$ cat config.mk
export PLATFORM = sky130hd
export DESIGN_NAME = fetch_ctrl
export DESIGN_NICKNAME = d
export VERILOG_FILES = /design/src/rtl/fetch_ctrl_pkg.sv /design/src/rtl/fetch_ctrl_load_use_detect.sv /design/src/rtl/fetch_ctrl.sv
export SDC_FILE = /design/constraint.sdc
export NUM_CORES = 1
export LEC_CHECK = 0
export ABC_CLOCK_PERIOD_IN_PS = 2500
export BUFFER_PORTS_ARGS = -buffer_cell sky130_fd_sc_hd__buf_2
export CAP_MARGIN = 20
export CORE_MARGIN = 2
export CORE_UTILIZATION = 45
export CTS_BUF_LIST = sky130_fd_sc_hd__clkbuf_2
export CTS_CLUSTER_SIZE = 10
export DETAILED_ROUTE_END_ITERATION = 10
export PLACE_DENSITY = 0.75
export SYNTH_ARGS = -nofsm -noshare
export SYNTH_HDL_FRONTEND = slang
export SYNTH_SLANG_ARGS = --single-unit
$ cat constraint.sdc
create_clock -name clk -period 2.5 [get_ports clk]
set_clock_uncertainty 0.05 [all_clocks]
set_input_delay 0.375 -clock clk [delete_from_list [all_inputs] [get_ports clk]]
set_output_delay 0.375 -clock clk [all_outputs]
set_load 0.005 [all_outputs]
$ cat src/rtl/fetch_ctrl_pkg.sv
// Shared types and constants for the fetch sequencer: FSM states, the x0
// register index and the canonical front-end control bundles.
package fetch_ctrl_pkg;

  typedef enum logic [1:0] {
    BOOT  = 2'd0,
    RUN   = 2'd1,
    STALL = 2'd2,
    REDIR = 2'd3
  } fc_state_t;

  localparam logic [4:0] REG_ZERO = 5'd0;

  typedef struct packed {
    logic pc_write;
    logic pc_src;
    logic if_id_write;
    logic flush_if_id;
    logic flush_id_ex;
  } fc_ctrl_t;

  localparam fc_ctrl_t CTRL_BOOT   = '{1'b0, 1'b0, 1'b0, 1'b1, 1'b1};
  localparam fc_ctrl_t CTRL_RUN    = '{1'b1, 1'b0, 1'b1, 1'b0, 1'b0};
  localparam fc_ctrl_t CTRL_FREEZE = '{1'b0, 1'b0, 1'b0, 1'b0, 1'b0};
  localparam fc_ctrl_t CTRL_BUBBLE = '{1'b0, 1'b0, 1'b0, 1'b0, 1'b1};
  localparam fc_ctrl_t CTRL_REDIR  = '{1'b1, 1'b1, 1'b1, 1'b1, 1'b1};

endpackage

$ cat src/rtl/fetch_ctrl_load_use_detect.sv
// Load-use hazard compare between the load in EX and the operands read in ID.
// Kept standalone so the same compare can be reused outside the sequencer.
module load_use_detect
  import fetch_ctrl_pkg::*;
(
  input  logic       mem_read,
  input  logic [4:0] rd,
  input  logic [4:0] rs1,
  input  logic [4:0] rs2,
  input  logic       use_rs1,
  input  logic       use_rs2,
  output logic       load_use
);

  // x0 is hardwired to zero, so a load targeting it never creates a hazard
  assign load_use = mem_read & (rd != REG_ZERO) &
                    ((use_rs1 & (rs1 == rd)) | (use_rs2 & (rs2 == rd)));

endmodule

$ cat src/rtl/fetch_ctrl.sv
// Fetch sequencer: boot hold, load-use bubbles, branch redirects and freeze.
// Define FETCH_CTRL_PERF_EN to add the stall/flush performance counters.
module fetch_ctrl
  import fetch_ctrl_pkg::*;
#(
  parameter int BOOT_CYCLES = 2,
  parameter int XLEN        = 32
) (
  input  logic            clk,
  input  logic            reset,
  input  logic            freeze,
  input  logic            id_ex_mem_read,
  input  logic [4:0]      id_ex_rd,
  input  logic [4:0]      if_id_rs1,
  input  logic [4:0]      if_id_rs2,
  input  logic            if_id_use_rs1,
  input  logic            if_id_use_rs2,
  input  logic            branch_taken_ex,
  input  logic [XLEN-1:0] branch_target_ex,
  output logic            PC_write,
  output logic            PCSrc,
  output logic [XLEN-1:0] PC_Branch,
  output logic            IF_ID_write,
  output logic            flush_if_id,
  output logic            flush_id_ex
`ifdef FETCH_CTRL_PERF_EN
  ,
  output logic [31:0]     perf_stall_cnt,
  output logic [31:0]     perf_flush_cnt
`endif
);

  localparam logic [31:0] BOOT_LAST = (BOOT_CYCLES > 0) ? 32'(BOOT_CYCLES - 1) : 32'd0;

  fc_state_t   state_r;
  fc_state_t   next_state_s;
  logic [31:0] boot_cnt_r;
  fc_ctrl_t    ctrl_s;
  logic        load_use_s;
  logic        redirect_s;
  logic        stall_s;

  load_use_detect u_load_use_detect (
    .mem_read (id_ex_mem_read),
    .rd       (id_ex_rd),
    .rs1      (if_id_rs1),
    .rs2      (if_id_rs2),
    .use_rs1  (if_id_use_rs1),
    .use_rs2  (if_id_use_rs2),
    .load_use (load_use_s)
  );

  // Next-state and control decode; priority is freeze > redirect > load-use
  always_comb begin
    ctrl_s       = CTRL_BOOT;
    next_state_s = state_r;
    redirect_s   = 1'b0;
    stall_s      = 1'b0;
    if (!reset) begin
      ctrl_s       = CTRL_BOOT;
      next_state_s = BOOT;
    end else begin
      case (state_r)
        BOOT: begin
          ctrl_s       = CTRL_BOOT;
          next_state_s = (boot_cnt_r == BOOT_LAST) ? RUN : BOOT;
        end
        RUN, STALL: begin
          if (freeze) begin
            ctrl_s = CTRL_FREEZE;
          end else if (branch_taken_ex) begin
            ctrl_s       = CTRL_REDIR;
            redirect_s   = 1'b1;
            next_state_s = REDIR;
          end else if (load_use_s && (state_r == RUN)) begin
            ctrl_s       = CTRL_BUBBLE;
            stall_s      = 1'b1;
            next_state_s = STALL;
          end else begin
            ctrl_s       = CTRL_RUN;
            next_state_s = RUN;
          end
        end
        REDIR: begin
          // EX holds the bubble from the redirect, so its branch flag is stale
          if (freeze) begin
            ctrl_s = CTRL_FREEZE;
          end else begin
            ctrl_s       = CTRL_RUN;
            next_state_s = RUN;
          end
        end
        default: begin
          ctrl_s       = CTRL_BOOT;
          next_state_s = BOOT;
        end
      endcase
    end
  end

  assign PC_write    = ctrl_s.pc_write;
  assign PCSrc       = ctrl_s.pc_src;
  assign IF_ID_write = ctrl_s.if_id_write;
  assign flush_if_id = ctrl_s.flush_if_id;
  assign flush_id_ex = ctrl_s.flush_id_ex;
  assign PC_Branch   = ctrl_s.pc_src ? branch_target_ex : {XLEN{1'b0}};

  // State register and boot hold counter
  always_ff @(posedge clk) begin
    if (!reset) begin
      state_r    <= (BOOT_CYCLES == 0) ? RUN : BOOT;
      boot_cnt_r <= 32'd0;
    end else begin
      state_r <= next_state_s;
      if (state_r == BOOT) begin
        boot_cnt_r <= boot_cnt_r + 32'd1;
      end else begin
        boot_cnt_r <= boot_cnt_r;
      end
    end
  end

`ifdef FETCH_CTRL_PERF_EN
  // Performance counters; frozen cycles never assert stall or redirect
  always_ff @(posedge clk) begin
    if (!reset) begin
      perf_stall_cnt <= 32'd0;
      perf_flush_cnt <= 32'd0;
    end else begin
      perf_stall_cnt <= perf_stall_cnt + {31'd0, stall_s};
      perf_flush_cnt <= perf_flush_cnt + {31'd0, redirect_s};
    end
  end
`endif

endmodule

==> summary.md <==
| Metric | Value |
|---|---|
| Drt wl/cell | around 14 µm |
| GPL Wtd Cong | around 0.84 |
| Data required, critical path | approximately 2.1 ns |
| Startpoint Class | register |
| First-pass GRT wire length | 7983 µm |
| DR iter-0 viols | ~60 |
| Routed Antenna Nets | 0 |
| Hold path depth | 3 |
| Largest stage delay, worst path | 0.38 ns |
| Number of port buffers | 90 |
| IO Count | between 90 and 100 |
| Reg area | just under 700 µm² |
| Fin Setup TNS | 0 ns |
| RR Endpoint | boot_cnt_r[27] |
| Total track usage | a little under a fifth |
| Core area | about 4400 µm² |
| Clock slew at reported path FFs | about 0.15 ns |
| Crit path max-delay cell type | dfxtp_2 |
| Row cnt | 24 |
| Hold worst-path end | boot_cnt_r[31] |
| NumNets Final | approximately 420 |
| Hold_ws | ~0.28 ns |
| Largest net degree at the start of global routing | 18 |
| Worst r2r path cells | 7 |
| Period utilization | between 90% and 100% |
| Final instance area | around 3000 µm² |
| Layout cells sized above 1 | approximately 44% |
| Tightest Hold Check Type | in -> reg |
| Maximum clock path buffer count | 2 |
| Pwr Density | ~410 nW/µm² |
| Met1 GRT Util | 24.34% |
| Initial Util | 47.39% |
| CTS HTree Levels | 2 |
| Tightest Pin Transition | ~0.4 ns |
| RSZ-0062 raised after global routing | yes |
| Global Route met3 Usage | 4.861% |
| Synth Cell Area | about 2100 µm² |
| Max FO, Critical Path | 8 |
| Status | completed |
| Seq cells post-synth | 34 |
| Worst-Skew Late Latency | 0.37 ns |
| Maximum vdd drop | about 0.21 mV |
| ANT cells | 0 |
| Reg-to-reg startpoint | state_r[1] |
| Leakage | ~1.4 nW |
| Area growth syn-to-layout | 43.42% |
| Worst Setup End Kind | primary output |
| DP Wirelength | between 3000 and 4000 µm |
| CP Cell Sequence | inv_2 -> ha_4 -> nor2b_4 -> nand2_2 -> nor3_4 -> buf_6 -> and2_1 -> buf_2 |
| Fmax | between 400 and 500 MHz |
| Footprint of the multi-input gates | ~1400 µm² |
| # hold bufs at CTS | 0 |
| Final core occ | between 60% and 70% |
| CP delay by family, top | simple AND/OR/NAND/NOR gates |
| Die width | roughly 72 µm |
| MaxCap Viol Count | 0 |
| Initial antenna violation count | 0 |
| Via count | ~2,100 |
| Mapped Cells | around 260 |
| Sequential area share after synthesis | ~33% |
| Max-slew headroom | between 70% and 80% |
| Vias/cell | a little over 5 |
| Netlist cell types | 39 |
| Post-DP Area | between 2000 and 3000 µm² |
| Clk root buf | clkbuf_2 |
| Num Clock Sinks | 34 |
| Slew Limit Fails | 0 |
| Syn_area_per_cell | 8.109 µm² |
| Hold path start | reset |
| Gr ovfl total | 0 |
| Power consumption | 1.242 mW |
| Syn nets | around 320 |
| Die area | ~5200 µm² |
| Placed insts | just under 400 |
| Most frequent cells in the layout | buf_2, buf_6, nor2_1, dfxtp_1, and2_4 |
| DP Worst Slack | between 0.3 and 0.4 ns |
| Number of global-route vias before repair | approximately 1,800 |
| Total wire length | 5695 µm |
| Final setup viols | 0 |
| Worst path arrival time | between 2 and 2.5 ns |
| Worst R2R Setup Slack | between 0.4 and 0.5 ns |
| Endpoints failing hold | 0 |
| Non-Filler Instances | 410 |
| Fin crit period | 2.492 ns |
| Die Ht | just over 70 µm |
| Worst setup path class | reg -> out |
| Most common cell after layout, fill and taps aside | buf_2 |
| Most Used Layer, Global Route | met2 |
| First-pass DRT Iterations | 4 |
| Crit path buf inv count | 3 |
| CTS tree | done |
| Num CTS Buffers | 5 |
| Layout fillers | about 360 |
| Setup ws final | between 0.007 and 0.008 ns |
| DRC Markers | 0 |
| Met2 global-route usage | about a third |
| Yosys warning total | 0 |
-- layout make-up --
type | instances | area share (%)
multi-input combinational | 207 | 48.17
timing repair buffer | 104 | 24.98
sequential | 34 | 22.77
tap | 52 | 2.168
clock buffer | 6 | 1.001
inverter | 5 | 0.6255
clock inverter | 2 | 0.2919
-- registers in the layout, summed over array words and instances, names as in the netlist --
signal / flops
state_r: 2
boot_cnt_r: 32
-- cell families after synthesis --
family,synth area share (%)
AND/OR/NAND/NOR,40.07
flip-flops,32.54
XOR/XNOR,14.65
buffers and inverters,3.588
AO/OA/AOI/OAI,5.562
adder cells (fa/ha/maj),3.588
-- synth_stat cells --
master	number	share of area [%]
a211oi_1	1	0.36
a21oi_1	4	0.96
a31oi_1	1	0.30
and2_1	34	10
and3_1	6	1.8
and3_2	1	0.36
and4_1	2	0.84
and4_2	2	0.96
buf_1	1	0.18
buf_2	3	0.72
buf_4	2	0.72
clkbuf_1	6	1.1
dfxtp_1	34	33
ha_1	6	3.6
inv_1	5	0.90
nand2_1	21	3.8
nand2b_1	1	0.30
nand3_1	8	1.9
nand3_4	1	0.84
nand3b_1	1	0.36
nand4_1	12	3.6
nand4_4	1	1.0
nor2_1	32	5.7
nor2b_1	1	0.30
nor3_1	6	1.4
nor4_1	11	3.3
nor4_4	1	1.0
nor4b_1	1	0.42
o211ai_1	2	0.72
o21a_1	1	0.36
o21ai_0	5	1.2
o21bai_1	2	0.72
o311a_1	2	0.96
or2_2	1	0.30
or3_1	2	0.60
or3_2	1	0.36
or4_1	2	0.72
xnor2_1	7	2.9
xor2_1	28	12
-- worst max path at each step --
stage | start | end | slack [ns] | cells after the start
global route | state_r[1] | PC_Branch[0] | -0.10 | 8
finish | state_r[1] | PC_Branch[0] | 0.008 | 8
detailed placement | id_ex_rd[1] | PC_write | 0.31 | 7
global placement | id_ex_rd[1] | PC_write | 0.35 | 7
floorplan | state_r[0] | PC_Branch[22] | 0.42 | 7
CTS | state_r[1] | PC_Branch[18] | 0.004 | 8
-- power by group --
group	switching [mW]	total (mW)	internal, mW
sequential	0.0341	0.606	0.572
combinational	0.186	0.393	0.207
clock	0.174	0.243	0.0687
-- worst reg2reg max path, delay by kind of cell, from the launching register on --
family                     cells  cell delay [ns]
adders and majority gates      1             0.18
buffers and inverters          1             0.09
DFF                            1             0.37
and+or+nand+nor                5             1.28
-- repair_timing --
item / CTS / global route
pin swaps: 0 / 34
resized for setup: 6 / 71
setup endpoints to repair: 32 / 32
hold endpoints to repair: 0 / 0
setup buffers: 0 / 5
cloned: 1 / 3
-- routing by layer --
metal / routed length [µm] / vias to the layer above
met5: 0 / -
met4: 117 / 0
met3: 232 / 12
met2: 3029 / 57
met1: 2316 / 961
li1: - / 1080
No activity file was read; power rests on OpenSTA's default activity.
